===== src/rtl/regmap_arbiter.sv =====
// Two-port arbiter in front of the single-port regmap register file. It grants
// round-robin, with an SPI burst lock capped at MAX_LOCK while the core waits.
module regmap_arbiter #(
  parameter int ADDR_W   = 8,
  parameter int DATA_W   = 32,
  parameter int NUM_REGS = 64,
  parameter int MAX_LOCK = 4
) (
  input  logic              clk,
  input  logic              rst_n,
  input  logic              spi_req,
  input  logic              spi_we,
  input  logic [ADDR_W-1:0] spi_addr,
  input  logic [DATA_W-1:0] spi_wdata,
  input  logic              spi_lock,
  output logic              spi_ack,
  output logic              spi_err,
  output logic [DATA_W-1:0] spi_rdata,
  input  logic              core_req,
  input  logic              core_we,
  input  logic [ADDR_W-1:0] core_addr,
  input  logic [DATA_W-1:0] core_wdata,
  output logic              core_ack,
  output logic              core_err,
  output logic [DATA_W-1:0] core_rdata,
  output logic              rf_en,
  output logic              rf_we,
  output logic [ADDR_W-1:0] rf_addr,
  output logic [DATA_W-1:0] rf_wdata,
  input  logic [DATA_W-1:0] rf_rdata
);

  typedef enum logic [1:0] {S_IDLE, S_ACCESS, S_RD_WAIT, S_RESP} state_t;

  localparam logic [3:0] LOCK_MAX = 4'(MAX_LOCK);

  state_t            r_state, w_state_nxt;
  logic              r_last;
  logic [3:0]        r_lock_cnt;
  logic              r_win, r_we, r_err;
  logic [ADDR_W-1:0] r_addr;
  logic [DATA_W-1:0] r_wdata;
  logic [DATA_W-1:0] r_spi_rdata, r_core_rdata;

  logic              w_any, w_win, w_sel_we, w_sel_err, w_grant;
  logic [ADDR_W-1:0] w_sel_addr;
  logic [DATA_W-1:0] w_sel_wdata;

  assign w_any = spi_req | core_req;

  // Winner: 0 = SPI, 1 = core. Lock holds SPI until the cap forces the core in.
  always_comb begin
    w_win = ~spi_req;
    if (spi_req && core_req) begin
      if (r_lock_cnt == LOCK_MAX)      w_win = 1'b1;
      else if (spi_lock && !r_last)    w_win = 1'b0;
      else                             w_win = ~r_last;
    end
  end

  assign w_sel_we    = w_win ? core_we    : spi_we;
  assign w_sel_addr  = w_win ? core_addr  : spi_addr;
  assign w_sel_wdata = w_win ? core_wdata : spi_wdata;
  assign w_sel_err   = ({{(64-ADDR_W){1'b0}}, w_sel_addr} >= 64'(NUM_REGS));
  assign w_grant     = (r_state == S_IDLE) && w_any;

  always_comb begin
    w_state_nxt = r_state;
    rf_en       = 1'b0;
    rf_we       = 1'b0;
    rf_addr     = '0;
    rf_wdata    = '0;
    spi_ack     = 1'b0;
    core_ack    = 1'b0;
    spi_err     = 1'b0;
    core_err    = 1'b0;
    case (r_state)
      S_IDLE:    if (w_any) w_state_nxt = w_sel_err ? S_RESP : S_ACCESS;
      S_ACCESS: begin
        rf_en       = 1'b1;
        rf_we       = r_we;
        rf_addr     = r_addr;
        rf_wdata    = r_wdata;
        w_state_nxt = r_we ? S_RESP : S_RD_WAIT;
      end
      S_RD_WAIT: w_state_nxt = S_RESP;
      S_RESP: begin
        spi_ack     = ~r_win;
        core_ack    = r_win;
        spi_err     = ~r_win & r_err;
        core_err    = r_win & r_err;
        w_state_nxt = S_IDLE;
      end
      default:   w_state_nxt = S_IDLE;
    endcase
  end

  always_ff @(posedge clk or negedge rst_n) begin
    if (!rst_n) r_state <= S_IDLE;
    else        r_state <= w_state_nxt;
  end

  always_ff @(posedge clk or negedge rst_n) begin
    if (!rst_n) begin
      r_last     <= 1'b1;
      r_lock_cnt <= '0;
      r_win      <= 1'b0;
      r_we       <= 1'b0;
      r_err      <= 1'b0;
      r_addr     <= '0;
      r_wdata    <= '0;
    end else if (w_grant) begin
      r_win   <= w_win;
      r_we    <= w_sel_we;
      r_err   <= w_sel_err;
      r_addr  <= w_sel_addr;
      r_wdata <= w_sel_wdata;
      r_last  <= w_win;
      // Only SPI grants that starve a waiting core count toward the cap.
      if (w_win || !spi_lock) r_lock_cnt <= '0;
      else if (core_req)      r_lock_cnt <= r_lock_cnt + 4'd1;
    end
  end

  always_ff @(posedge clk or negedge rst_n) begin
    if (!rst_n) begin
      r_spi_rdata  <= '0;
      r_core_rdata <= '0;
    end else if (w_grant && w_sel_err && !w_sel_we) begin
      if (w_win) r_core_rdata <= '0;
      else       r_spi_rdata  <= '0;
    end else if (r_state == S_RD_WAIT) begin
      if (r_win) r_core_rdata <= rf_rdata;
      else       r_spi_rdata  <= rf_rdata;
    end
  end

  assign spi_rdata  = r_spi_rdata;
  assign core_rdata = r_core_rdata;

endmodule


===== config.mk =====
export PLATFORM = sky130hd
export DESIGN_NAME = regmap_arbiter
export DESIGN_NICKNAME = d
export VERILOG_FILES = /design/src/rtl/regmap_arbiter.sv
export SDC_FILE = /design/constraint.sdc
export NUM_CORES = 1
export LEC_CHECK = 0
export ABC_AREA = 0
export CAP_MARGIN = 10
export CORE_UTILIZATION = 47
export CTS_BUF_LIST = sky130_fd_sc_hd__clkbuf_2
export CTS_CLUSTER_SIZE = 8
export DETAILED_ROUTE_END_ITERATION = 16
export GPL_ROUTABILITY_DRIVEN = 0
export HOLD_SLACK_MARGIN = 0.06
export PLACE_DENSITY = 0.95
export SLEW_MARGIN = 20
export SYNTH_ARGS = -nofsm -noshare
export SYNTH_HDL_FRONTEND = slang
export SYNTH_SLANG_ARGS = --single-unit

===== constraint.sdc =====
create_clock -name clk -period 3.05 [get_ports clk]
set_input_delay 0.4575 -clock clk [delete_from_list [all_inputs] [get_ports clk]]
set_output_delay 0.4575 -clock clk [all_outputs]
set_load 0.01 [all_outputs]

==> results.ini <==
[setup_path]
path_buf_inv = 3
max_stage_delay_ns = 0.58
cp-start-kind = register
critical_path_class = reg -> out
crit_required_ns = 2.59
path_max_fanout = 42
crit_chain = inv_1 -> ha_1 -> buf_8 -> and2_1 -> clkdlybuf4s50_1
critPathArrivalTime_ns = 2.36
end_kind = output pin
worst_path_max_delay_cell = clkdlybuf4s50_1
critPathTopFamily = buffers and inverters

[timing]
rsz0062_at_grt = no
fin_crit_sh_pct = 92.34
tns_ns = 0
drv_slew = 0
holdWs_ns = 0.3423
timing.fmax_mhz = 355.1
tightest_slew_ns = 0.9560
fin_crit_ns = 2.816
clock_skew_ns = 0.03042
finalHoldViolCount = 0
slew_headroom_pct = 36.26
finalSetupViolCount = 0

[layout]
drive_gt1_share_pct = 7.771
design_area_um2 = 7767
diodes = 0
fin_nets = 794
fin_cells = 818
syn_to_final_growth_pct = 50.97

[run]
cap_violations = 0

[drt]
routed_wl_um = 15140
ant_nets = 0
wl_per_cell_um = 18.51
via_count = 4508
drt-met1-wl_um = 5792
wl_met3_um = 1429
wl_met2_um = 7638
highest_layer = met4
first_iter_violations = 286
drc_errors = 0
firstDrtPassIters = 5
viasPerCell = 5.511

[yosys]
ys_seq_area_share_pct = 55.47
synth.net_count = 568
synth.area.top_cells = dfrtp_1, a22o_1, mux2i_1
yosysTopAreaCell = dfrtp_1
yosys_register_bits = 114
synth_ff_type = dfrtp_1
netlist_top_cells_count = dfrtp_1, a22o_1, nand2_1
synth_cells = 443
synth_area_um2 = 5145
synth_edf_count = 0
synth_async_sr_flop_share_pct = 100.0
post-synth-top-count-cell = dfrtp_1
post_synth.cell_area_avg_um2 = 11.61
ys_warn_count = 0
synth_top_area_share_pct = 54.96
ys_types = 38

[cts]
clock_latency_ns = 0.64
clk_path_buf_depth = 2
clock-sinks = 114
cts_tree = built
h-tree-depth = 4
clk_pin_slew_ns = 0.20
clockRootBuffer = clkbuf_2
cts_buffers = 17

[power]
cellPowerDensity_nw_per_um2 = 924.2
p_total_mw = 7.179
peakVddDrop_mv = 0.5077
power_leakage_nw = 3.480

[floorplan]
start_util_pct = 49.17
dieArea_um2 = 11370
die_w_um = 106.6
ioPinCount = 229
core_region_area_um2 = 10460
rows = 37
dieHeight_um = 106.6

[placement]
placed_cell_area_um2 = 7507
place.port_buffers = 228
dpl.hpwl_um = 10970
placed_cells = 785

[global_routing]
grt_use_total_pct = 27.42
grt_pass1_wl_um = 23760
gr-total-overflow = 0
grt_pass1_vias = 4631
grt_max_degree = 93
antenna_found_initial = 0

[worst_hold_path]
hold_path_class = in -> async

[run_status]
outcome = finished clean

-- worst reg2reg max path, stage by stage (launching register included) --
cell	delay (ns)
dfrtp_1	0.43
inv_1	0.14
ha_1	0.41
or3b_1	0.46
o22ai_4	0.76
a22o_1	0.28
-- placed cells by master (no fill, tap or decap), types with 3 or more instances in the layout --
cell	synthesis	routed
clkdlybuf4s50_1	0	227
dfrtp_1	113	113
a22o_1	65	65
nand2_1	49	49
o21ai_0	46	46
and2_1	43	43
mux2i_1	41	41
clkbuf_2	0	17
inv_1	7	7
buf_4	1	7
ha_1	6	6
nor2_1	5	5
nand3_1	4	4
a21oi_1	4	4
inv_6	0	4
clkinvlp_4	0	3
clkinv_4	0	3
-- flip-flops by register name (all words and copies together) (netlist names) --
register / flops
r_we: 1
r_lock_cnt: 4
r_win: 1
r_last: 1
r_addr: 8
r_err: 1
core_rdata: 32
spi_rdata: 32
r_wdata: 32
r_state: 2
-- logic make-up after synthesis --
group,share of synthesized area [%]
buffers and inverters,4.572
adder cells (fa/ha/maj),1.459
AO/OA/AOI/OAI,18.63
flip-flops,55.47
AND/OR/NAND/NOR,11.67
multiplexers,8.195
-- layout make-up --
cell class	count	area, um2
Tap cell	136	170.2
Inverter	7	26.28
Multi-Input combinational cell	289	2067
Timing Repair Buffer	240	2407
Clock buffer	17	85.08
Clock inverter	15	157.7
Sequential cell	114	2854
Fill cell	693	2695
-- worst paths after layout --
| path | start | endpoint | slack (ns) | cells past startpoint |
|---|---|---|---|---|
| min in group clk | core_wdata[22] | r_wdata[22] | 0.43 | 3 |
| max reg2reg | r_state[0] | core_rdata[30] | 0.53 | 5 |
| max in group asynchronous | rst_n | spi_rdata[17] | 1.91 | 3 |
| max | r_state[1] | rf_we | 0.23 | 5 |
| min | rst_n | spi_rdata[25] | 0.34 | 2 |
| min reg2reg | r_last | r_last | 0.48 | 2 |
-- layer usage --
layer | track usage, % | vias to the layer above
met3 | 9.787 | 28
met4 | 10.37 | 0
met5 | 0 | -
li1 | - | 2044
met1 | 32.32 | 2180
met2 | 45.90 | 256
-- timing repair --
action | CTS | global route
setup endpoints to repair | 0 | 26
hold buffers | 1 | 0
setup buffers | 0 | 0
resized for setup | 0 | 2
endpoints found under the hold margin | 46 | 0
-- where the power goes --
part	switching [mW]	leakage, nW	total (mW)	internal (mW)
Combinational	1.60	1.92	3.51	1.91
Sequential	0.446	1.42	2.66	2.22
Clock	0.621	0.139	1.00	0.382
Total	2.67	3.48	7.18	4.51
-- per-stage QoR --
step	utilization [%]	worst slack [ns]
2_1_floorplan	-	0.9849
3_3_place_gp	71.39	0.09636
5_1_grt	74.24	0.006804
3_5_place_dp	71.75	0.1963
4_1_cts	74.17	0.05675
6_report	74.24	0.2336
Power figures use the tool's default switching activity.
